===== src/rtl/bias_ctrl_pkg.sv =====
// Shared types and constants for the EG1 bias/bandgap cell sequencer.
package bias_ctrl_pkg;

    localparam int unsigned TRIM_BIAS_W = 4;
    localparam int unsigned TRIM_CURV_W = 5;
    localparam int unsigned TRIM_VBG_W  = 5;

    // Consecutive invalid READY cycles that count as loss of valid.
    localparam int unsigned WDOG_LEN = 4;

    typedef enum logic [2:0] {
        ST_OFF        = 3'd0,
        ST_STARTUP    = 3'd1,
        ST_SETTLE     = 3'd2,
        ST_WAIT_VALID = 3'd3,
        ST_READY      = 3'd4,
        ST_FAULT      = 3'd5
    } bias_state_e;

    typedef struct packed {
        logic [TRIM_BIAS_W-1:0] bias;
        logic [TRIM_CURV_W-1:0] curv;
        logic [TRIM_VBG_W-1:0]  vbg;
    } trim_t;

    function automatic logic cell_enabled(bias_state_e s);
        return (s == ST_STARTUP) || (s == ST_SETTLE) ||
               (s == ST_WAIT_VALID) || (s == ST_READY);
    endfunction

endpackage


===== src/rtl/bias_ctrl_sync.sv =====
// Two-flop synchronizer with a configurable reset value.
module bias_ctrl_sync #(
    parameter logic RST_VAL = 1'b1
) (
    input  logic clk_i,
    input  logic rst_i,
    input  logic d_i,
    output logic q_o
);

    logic meta_q;
    logic sync_q;

    always_ff @(posedge clk_i) begin
        if (rst_i) begin
            meta_q <= RST_VAL;
            sync_q <= RST_VAL;
        end else begin
            meta_q <= d_i;
            sync_q <= meta_q;
        end
    end

    assign q_o = sync_q;

endmodule


===== src/rtl/bias_ctrl.sv =====
// Power-up sequencer for the EG1 bias/bandgap cell: enable, startup pulse, trims, VBIAS.
// Optional valid watchdog in READY is enabled by defining BIAS_CTRL_VALID_WDOG_EN.
module bias_ctrl
    import bias_ctrl_pkg::*;
#(
    parameter int unsigned STARTUP_CYCLES = 64,
    parameter int unsigned SETTLE_CYCLES  = 1024,
    parameter int unsigned TIMEOUT_CYCLES = 65536,
    parameter int unsigned CNT_W          = 17,
    parameter logic [TRIM_BIAS_W-1:0] TRIM_BIAS_DEF = 4'h8,
    parameter logic [TRIM_CURV_W-1:0] TRIM_CURV_DEF = 5'h10,
    parameter logic [TRIM_VBG_W-1:0]  TRIM_VBG_DEF  = 5'h10
) (
    input  logic                   clk_i,
    input  logic                   rst_i,
    input  logic                   enable_i,
    input  logic                   vbias_req_i,
    input  logic                   trim_load_i,
    input  logic [TRIM_BIAS_W-1:0] trim_bias_i,
    input  logic [TRIM_CURV_W-1:0] trim_curv_i,
    input  logic [TRIM_VBG_W-1:0]  trim_vbg_i,
    input  logic                   bg_valid_n_i,
    output logic                   en_o,
    output logic                   bg_startup_o,
    output logic                   en_vbias_o,
    output logic [TRIM_BIAS_W-1:0] trim_bias_o,
    output logic [TRIM_CURV_W-1:0] trim_curv_o,
    output logic [TRIM_VBG_W-1:0]  trim_vbg_o,
    output logic                   ready_o,
    output logic                   fault_o,
    output logic [2:0]             state_o
);

    localparam logic [CNT_W-1:0] START_LOAD   = CNT_W'(STARTUP_CYCLES - 1);
    localparam logic [CNT_W-1:0] SETTLE_LOAD  = CNT_W'(SETTLE_CYCLES - 1);
    localparam logic [CNT_W-1:0] TIMEOUT_LOAD = CNT_W'(TIMEOUT_CYCLES - 1);
    localparam trim_t TRIM_DEF = '{bias: TRIM_BIAS_DEF, curv: TRIM_CURV_DEF, vbg: TRIM_VBG_DEF};

    bias_state_e      state_q, state_d;
    logic [CNT_W-1:0] cnt_q, cnt_d;
    trim_t            trim_q, trim_d;
    trim_t            shadow_q, shadow_d;
    logic             pend_q, pend_d;
    logic             en_q, en_d;
    logic             startup_q, startup_d;
    logic             vbias_q, vbias_d;
    logic             ready_q, ready_d;
    logic             fault_q, fault_d;
`ifdef BIAS_CTRL_VALID_WDOG_EN
    logic [2:0]       wdog_q, wdog_d;
`endif

    trim_t trim_in;
    logic  valid_n_s;
    logic  valid_s;

    assign trim_in = '{bias: trim_bias_i, curv: trim_curv_i, vbg: trim_vbg_i};

    bias_ctrl_sync #(
        .RST_VAL (1'b1)
    ) u_valid_sync (
        .clk_i (clk_i),
        .rst_i (rst_i),
        .d_i   (bg_valid_n_i),
        .q_o   (valid_n_s)
    );

    assign valid_s = !valid_n_s;

    always_ff @(posedge clk_i) begin
        if (rst_i) begin
            state_q   <= ST_OFF;
            cnt_q     <= '0;
            trim_q    <= TRIM_DEF;
            shadow_q  <= TRIM_DEF;
            pend_q    <= 1'b0;
            en_q      <= 1'b0;
            startup_q <= 1'b0;
            vbias_q   <= 1'b0;
            ready_q   <= 1'b0;
            fault_q   <= 1'b0;
`ifdef BIAS_CTRL_VALID_WDOG_EN
            wdog_q    <= '0;
`endif
        end else begin
            state_q   <= state_d;
            cnt_q     <= cnt_d;
            trim_q    <= trim_d;
            shadow_q  <= shadow_d;
            pend_q    <= pend_d;
            en_q      <= en_d;
            startup_q <= startup_d;
            vbias_q   <= vbias_d;
            ready_q   <= ready_d;
            fault_q   <= fault_d;
`ifdef BIAS_CTRL_VALID_WDOG_EN
            wdog_q    <= wdog_d;
`endif
        end
    end

    always_comb begin
        state_d  = state_q;
        cnt_d    = cnt_q;
        trim_d   = trim_q;
        shadow_d = shadow_q;
        pend_d   = pend_q;
`ifdef BIAS_CTRL_VALID_WDOG_EN
        wdog_d   = '0;
`endif

        if (!enable_i) begin
            state_d = ST_OFF;
            cnt_d   = '0;
            pend_d  = 1'b0;
            if (trim_load_i) begin
                trim_d = trim_in;
            end
        end else begin
            // Loads during bring-up are deferred so the live trims stay stable.
            if (trim_load_i && (state_q == ST_STARTUP || state_q == ST_SETTLE ||
                                state_q == ST_WAIT_VALID)) begin
                shadow_d = trim_in;
                pend_d   = 1'b1;
            end

            case (state_q)
                ST_OFF: begin
                    if (trim_load_i) begin
                        trim_d = trim_in;
                    end
                    state_d = ST_STARTUP;
                    cnt_d   = START_LOAD;
                end
                ST_STARTUP: begin
                    if (cnt_q == '0) begin
                        state_d = ST_SETTLE;
                        cnt_d   = SETTLE_LOAD;
                    end else begin
                        cnt_d = cnt_q - 1'b1;
                    end
                end
                ST_SETTLE: begin
                    if (cnt_q == '0) begin
                        state_d = ST_WAIT_VALID;
                        cnt_d   = TIMEOUT_LOAD;
                    end else begin
                        cnt_d = cnt_q - 1'b1;
                    end
                end
                ST_WAIT_VALID: begin
                    if (valid_s) begin
                        // A pending trim is applied instead of entering READY; re-settle first.
                        if (pend_d) begin
                            trim_d  = shadow_d;
                            pend_d  = 1'b0;
                            state_d = ST_SETTLE;
                            cnt_d   = SETTLE_LOAD;
                        end else begin
                            state_d = ST_READY;
                            cnt_d   = '0;
                        end
                    end else if (cnt_q == '0) begin
                        state_d = ST_FAULT;
                    end else begin
                        cnt_d = cnt_q - 1'b1;
                    end
                end
                ST_READY: begin
                    if (trim_load_i) begin
                        trim_d  = trim_in;
                        state_d = ST_SETTLE;
                        cnt_d   = SETTLE_LOAD;
                    end
`ifdef BIAS_CTRL_VALID_WDOG_EN
                    else if (!valid_s) begin
                        if (wdog_q == 3'(WDOG_LEN - 1)) begin
                            state_d = ST_FAULT;
                        end else begin
                            wdog_d = wdog_q + 3'd1;
                        end
                    end
`endif
                end
                ST_FAULT: begin
                    state_d = ST_FAULT;
                end
                default: begin
                    state_d = ST_OFF;
                    cnt_d   = '0;
                end
            endcase
        end

        en_d      = cell_enabled(state_d);
        startup_d = (state_d == ST_STARTUP);
        ready_d   = (state_d == ST_READY);
        fault_d   = (state_d == ST_FAULT);
        vbias_d   = vbias_req_i && (state_q == ST_READY) && (state_d == ST_READY);
    end

    assign en_o         = en_q;
    assign bg_startup_o = startup_q;
    assign en_vbias_o   = vbias_q;
    assign ready_o      = ready_q;
    assign fault_o      = fault_q;
    assign trim_bias_o  = trim_q.bias;
    assign trim_curv_o  = trim_q.curv;
    assign trim_vbg_o   = trim_q.vbg;
    assign state_o      = state_q;

endmodule

===== config.mk =====
export PLATFORM = sky130hd
export DESIGN_NAME = bias_ctrl
export DESIGN_NICKNAME = d
export VERILOG_FILES = /design/src/rtl/bias_ctrl_pkg.sv /design/src/rtl/bias_ctrl_sync.sv /design/src/rtl/bias_ctrl.sv
export SDC_FILE = /design/constraint.sdc
export NUM_CORES = 1
export LEC_CHECK = 0
export CAP_MARGIN = 20
export CORE_UTILIZATION = 45
export CTS_CLUSTER_SIZE = 16
export DETAILED_ROUTE_END_ITERATION = 8
export PLACE_DENSITY = 0.68
export SYNTH_ARGS = -nofsm -noshare
export SYNTH_HDL_FRONTEND = slang
export SYNTH_SLANG_ARGS = --single-unit

===== constraint.sdc =====
create_clock -name clk_i -period 2.7 [get_ports clk_i]
set_input_delay 0.27 -clock clk_i [delete_from_list [all_inputs] [get_ports clk_i]]
set_output_delay 0.27 -clock clk_i [all_outputs]
set_load 0.01 [all_outputs]

; ---- Word level (Yosys, flattened, before mapping)
; Index checks and enable logic that the tools add are counted.
[word_totals]
ff_bits = 56
inputBits = 20
output_inout_bits = 22
word_cells = 73
[op_classes]
n_addsub = 1
eq_ne = 15
muxes = 25
bitwise = 2
reduce_logical = 14
[ops]
columns = operator, n
row1 = case mux 17 bit (6 select lines), 1
row2 = two-way mux 17 bit, 5
row3 = two-way mux 14 bit, 5
row4 = case mux 14 bit (2 select lines), 1
row5 = two-way mux 3 bit, 7
row6 = case mux 3 bit (6 select lines), 1
row7 = zero test 17 bit, 1
row8 = subtractor 17 x 1 -> 17 bit (second input constant), 1
row9 = equality test 3 x 2 -> 1 bit (second input constant), 4
row10 = equality test 3 bit (second input constant), 4
row11 = two-way mux 10 bit, 1
row12 = equality test 3 x 1 -> 1 bit (second input constant), 2
row13 = inequality test 3 x 2 -> 1 bit (second input constant), 2
row14 = inequality test 3 bit (second input constant), 2
row15 = AND reduction 3 bit, 2
row16 = logical OR 1 bit, 5
row17 = two-way mux 1 bit, 4
row18 = OR reduction 2 bit, 2
row19 = logical AND 1 bit, 3
row20 = zero test 3 bit, 1
row21 = inequality test 2 bit (second input constant), 1
row22 = NOT 1 bit, 2

; ---- Longest topological paths before layout
[logic_depth]
word_depth = 14
ltp_mapped = 8
ltp_nobuf = 8

; ---- Cells and area by module
; A second synthesis with hierarchy kept.
[unflattened]
cells_unflattened = 330
area_unflattened_um2 = 2852.7
[by_module_without_submodules]
columns = mod, instances, cells_per_inst, area_each_um2, seq_area_each_um2
row1 = bias_ctrl, 1, 326, 2800.2, 1081.0
row2 = bias_ctrl_sync, 1, 4, 52.6, 40.0

; ---- Worst setup path after synthesis
; Ideal clock, no wire load.
[synth_timing]
path_type = register -> register
from = register cnt_q[0]
to = register cnt_q[16]
setup_time_ns = 0.071
arrival_ns = 1.973
required_time_ns = 2.629
setup_slack_ns = 0.656
path_stages_with_launch = 8
path_buffers = 0
period_less_slack_ns = 2.044
path_cell_list = dfxtp_1 inv_1 ha_1 or4b_4 nor4_4 nand2_1 or4b_1 a21oi_1
[synth_between]
elab_chain_len = 4
elab_cells_between_ends = 9
cone_classes = 1 x add/sub / 1 x eq/ne / 5 x mux / 2 x reduce/logical
[synth_lines]
columns = element, line_no
row1 = from (decl), bias_ctrl.sv:40  ; logic [CNT_W-1:0] cnt_q, cnt_d;
row2 = from (signal assigned), bias_ctrl.sv:87  ; cnt_q <= cnt_d;
row3 = subtractor 17 x 1 -> 17 bit, "bias_ctrl.sv:140, bias_ctrl.sv:148, bias_ctrl.sv:166"
row4 = two-way mux 17 bit, bias_ctrl.sv:163  ; end else if (cnt_q == '0) begin
row5 = two-way mux 17 bit, bias_ctrl.sv:152  ; if (valid_s) begin
row6 = case mux 17 bit (6 select lines), bias_ctrl.sv:127  ; case (state_q)
; Several ways; a longest one is shown, not always the timed one. The select of a mux whose other input is x is not followed.
; A chain may end at the register's enable or synchronous reset.

; ---- Final worst setup path
[layout_timing]
from = register state_q[1] (netlist: state_o[1])
to = register trim_q (netlist bit trim_curv_o[3])
[layout_between]
elab_chain_len = 9
elab_cells_between_ends = 20
cone_classes = 7 x eq/ne / 7 x mux / 6 x reduce/logical
[layout_lines]
columns = element, line_no
row1 = from (decl), bias_ctrl.sv:39  ; bias_state_e state_q, state_d;
row2 = from (signal assigned), bias_ctrl.sv:86  ; state_q <= state_d;
row3 = equality test 3 x 1 -> 1 bit or equality test 3 x 2 -> 1 bit (tied branches), bias_ctrl.sv:121  ; if (trim_load_i && (state_q == ST_STARTUP || state_q == ST_SETTLE ||
row4 = logical OR 1 bit (2 in a row), bias_ctrl.sv:121
row5 = logical AND 1 bit, bias_ctrl.sv:121
row6 = two-way mux 14 bit, bias_ctrl.sv:121
row7 = two-way mux 14 bit, bias_ctrl.sv:154  ; if (pend_d) begin
row8 = two-way mux 14 bit, bias_ctrl.sv:152
row9 = case mux 14 bit (2 select lines), bias_ctrl.sv:127
row10 = two-way mux 14 bit, bias_ctrl.sv:112  ; if (!enable_i) begin
row11 = to (signal assigned), bias_ctrl.sv:88  ; trim_q <= trim_d;
row12 = to (decl), bias_ctrl.sv:41  ; trim_t trim_q, trim_d;
; Several ways; a longest one is shown, not always the timed one. The select of a mux whose other input is x is not followed.

==> metrics.md <==
| Metric | Value |
|---|---|
| # setup viols final | `0` |
| Initial Util | `47.0%` |
| Drt pass-1 iters | `6` |
| Clock Skew | `9.29 ps` |
| Cell variety after synth | `56` |
| Routed wl met3 | `259 µm` |
| Placed instance area | `3310 µm²` |
| Total number of yosys warnings | `0` |
| ANT cells | `0` |
| Yosys reg bits | `56` |
| Via count | `2,636` |
| Die H | `81.1 µm` |
| IO buf count | `41` |
| Status | `finished, final reports clean` |
| Most common cell after layout, fill and taps aside | `dfxtp_1` |
| Worst Setup SP | `state_o[1]$_SDFF_PP0_` |
| PD cells | `509 nW/µm²` |
| Post-synth EDFFs | `0` |
| Antenna violations before repair | `0` |
| Vias in the first global route | `2,412` |
| Synth async-reset ratio | `0%` |
| DP HPWL | `5.14 mm` |
| Largest net degree at the start of global routing | `31` |
| NumNets Final | `407` |
| Setup crit end | `trim_curv_o[3]$_SDFFE_PP0P_` |
| Share of the synthesized area in the top cell type | `39.8%` |
| Hold buffers post-CTS | `0` |
| WS Path Type | `flip-flop to flip-flop` |
| Worst IR Drop VDD | `0.000254 V` |
| Period minus WS final | `2320 ps` |
| Crit end category | `flip-flop` |
| Clock latency on the worst-skew pair | `310 ps` |
| Tcrit/Tclk final | `86.0%` |
| Cts bufs inserted | `5` |
| Critical path startpoint category | `flip-flop` |
| Top Layer Used | `met4` |
| Max-Cap Viols | `0` |
| Synth Cell Area | `2810 µm²` |
| Met2 wire len | `3.27 mm` |
| H-tree levels | `2` |
| Worst hold path type | `flip-flop to flip-flop` |
| # DRC | `0` |
| Antenna Nets Post-Route | `0` |
| WL met1 | `3.45 mm` |
| # Post-CTS Setup Buffers | `0` |
| Sum Neg Setup Slack | `0 ps` |
| Tot Pwr | `1740 µW` |
| Sink Count | `56` |
| Sequential share of the synthesized area | `39.8%` |
| RePlAce Congestion | `0.830` |
| Critical Path RT | `2880 ps` |
| Largest cells by area after synthesis | `dfxtp_1 40%, nand2_1 5.9%, nor2_1 5.7%, a21oi_1 5.2%, nor3_1 3.4%` |
| Layout cell share with drive strength beyond 1 | `10.4%` |
| Syn Nets | `366` |
| Final wirelength | `7.04 mm` |
| Num rows | `28` |
| Worst reg2reg path depth | `6` |
| Post-CTS Resized | `0` |
| Largest area contributor in the netlist | `dfxtp_1` |
| Worst-path clk slew | `100 ps` |
| RSZ-0062 raised after global routing | `false` |
| Die width | `81.1 µm` |
| Non-Filler Instances | `461` |
| CP arrival | `2500 ps` |
| Worst slew margin | `44.7%` |
| P&R area growth vs syn | `21.5%` |
| First-pass GRT wire length | `11.6 mm` |
| Ys flop type | `dfxtp_1` |
| Max FO, Critical Path | `13` |
| GRT overflow | `0` |
| Commonest non-fill, non-tap cells in the layout | `56 x dfxtp_1, 44 x nand2_1, 43 x nor2_1` |
| Maximum buffer depth of the clock tree | `2` |
| Fmax | `431 MHz` |
| Die ar. | `6570 µm²` |
| Core Region | `5990 µm²` |
| CTS tree | `built` |
| Worst slew pin tran | `821 ps` |
| Mapped Avg Cell Area | `8.18 µm²` |
| I/O pin count | `42` |
| # fillers | `541` |
| Reg2reg setup slack | `380 ps` |
| Drt first-iter violations | `151` |
| Reg2reg start | `state_o[1]$_SDFF_PP0_` |
| Cells after Synth | `344` |
| Max-slew violation count | `0` |
| Wire per inst | `15.3 µm` |
| R2r endpoint | `trim_curv_o[3]$_SDFFE_PP0P_` |
| Pleak | `0.00125 µW` |
| Design area | `3420 µm²` |
| Gr usage total | `22.9%` |
| Clock root cell | `clkbuf_8` |
| DR vias/cell | `5.72` |
| Final number of hold-violating endpoints | `0` |
| Placed Cells | `453` |
==> how the worst min path moves through the flow <==
stage	from	end	slack, ps	cells after the start
finish	u_valid_sync.meta_q$_SDFF_PP1_	u_valid_sync.q_o$_SDFF_PP1_	420	1
CTS	u_valid_sync.meta_q$_SDFF_PP1_	u_valid_sync.q_o$_SDFF_PP1_	420	1
detailed placement	u_valid_sync.meta_q$_SDFF_PP1_	u_valid_sync.q_o$_SDFF_PP1_	390	1
global route	u_valid_sync.meta_q$_SDFF_PP1_	u_valid_sync.q_o$_SDFF_PP1_	430	1
global placement	u_valid_sync.meta_q$_SDFF_PP1_	u_valid_sync.q_o$_SDFF_PP1_	400	1
floorplan	bg_valid_n_i	u_valid_sync.meta_q$_SDFF_PP1_	370	1
==> routing by layer <==
layer	vias up	GRT usage [%]
li1	1329	-
met1	1240	32.2
met2	61	36.1
met3	6	4.04
met4	0	5.36
met5	-	0
==> stage by stage <==
stage | hold WS [ps] | setup slack (ps) | utilization, %
after floorplan | 374 | 656 | -
after global routing | 432 | 38.6 | 57.1
after global placement | 397 | 328 | 55.3
after detailed placement | 395 | 245 | 55.3
final | 418 | 379 | 57.1
after CTS | 420 | 240 | 56.9
==> state kept, by name, summed over array words and instances (netlist names) <==
| signal | cells |
|---|---|
| cnt_q | 17 |
| shadow_q | 14 |
| trim_curv_o | 5 |
| trim_vbg_o | 5 |
| trim_bias_o | 4 |
| state_o | 3 |
| bg_startup_o | 1 |
| en_o | 1 |
| en_vbias_o | 1 |
| fault_o | 1 |
| pend_q | 1 |
| ready_o | 1 |
| u_valid_sync.meta_q | 1 |
| u_valid_sync.q_o | 1 |
==> power breakdown <==
part	leakage [µW]	switching (µW)	internal (µW)	total (µW)
Sequential	0.000459	35.0	867	902
Clock	0.0000434	277	208	486
Combinational	0.000744	192	161	353
Total	0.00125	505	1240	1740
==> critical path, stage by stage, from the launching register on <==
cell and delay, ps:
dfxtp_1 600, nand2_1 240, nor4_4 370, nand3_1 180, nand2_1 310, nor2_1 80
a2111oi_0 410
==> cells in the mapped netlist (2+ instances only) <==
library cell / n
ha_1: 2
or2_2: 4
nand3_2: 4
dfxtp_1: 56
nand2_1: 44
xor2_1: 2
o2bb2ai_1: 3
xnor2_1: 2
o31ai_4: 2
nor3_1: 19
o211ai_1: 4
o22ai_1: 9
nor3b_1: 2
a21oi_1: 29
a221oi_1: 3
nand3_1: 6
clkbuf_1: 13
nor4_2: 2
nor4_1: 3
nand2b_1: 4
buf_6: 2
a222oi_1: 2
o31ai_1: 3
a31oi_1: 3
nor2_1: 43
nor2b_1: 6
nor3_2: 2
nor4b_2: 2
inv_1: 9
o21ai_1: 3
nand3b_1: 4
o21ai_0: 14
a2111oi_0: 5
mux2i_1: 6
a211oi_1: 5
or3_1: 2
==> final cells by class <==
class                   count  area, µm²  share of cell area [%]
clock buffers               6       82.6                    2.42
well taps                  75       93.8                    2.75
repair buffers             51        485                    14.2
multi-input cells         262       1590                    46.4
clock inverters             2       15.0                   0.439
inverters                   9       33.8                   0.988
flip-flops and latches     56       1120                    32.8
==> cell families (layout without fill, tap and decap cells) <==
kind of cell	count (synthesis)	after routing	synth area share (%)
AO/OA/AOI/OAI	92	92	21.9
XOR/XNOR	4	4	1.25
adder cells (fa/ha/maj)	2	2	0.889
buffers and inverters	26	68	4.09
flip-flops	56	56	39.8
multiplexers	6	6	2.13
AND/OR/NAND/NOR	158	158	29.9
Power figures use the tool's default switching activity.
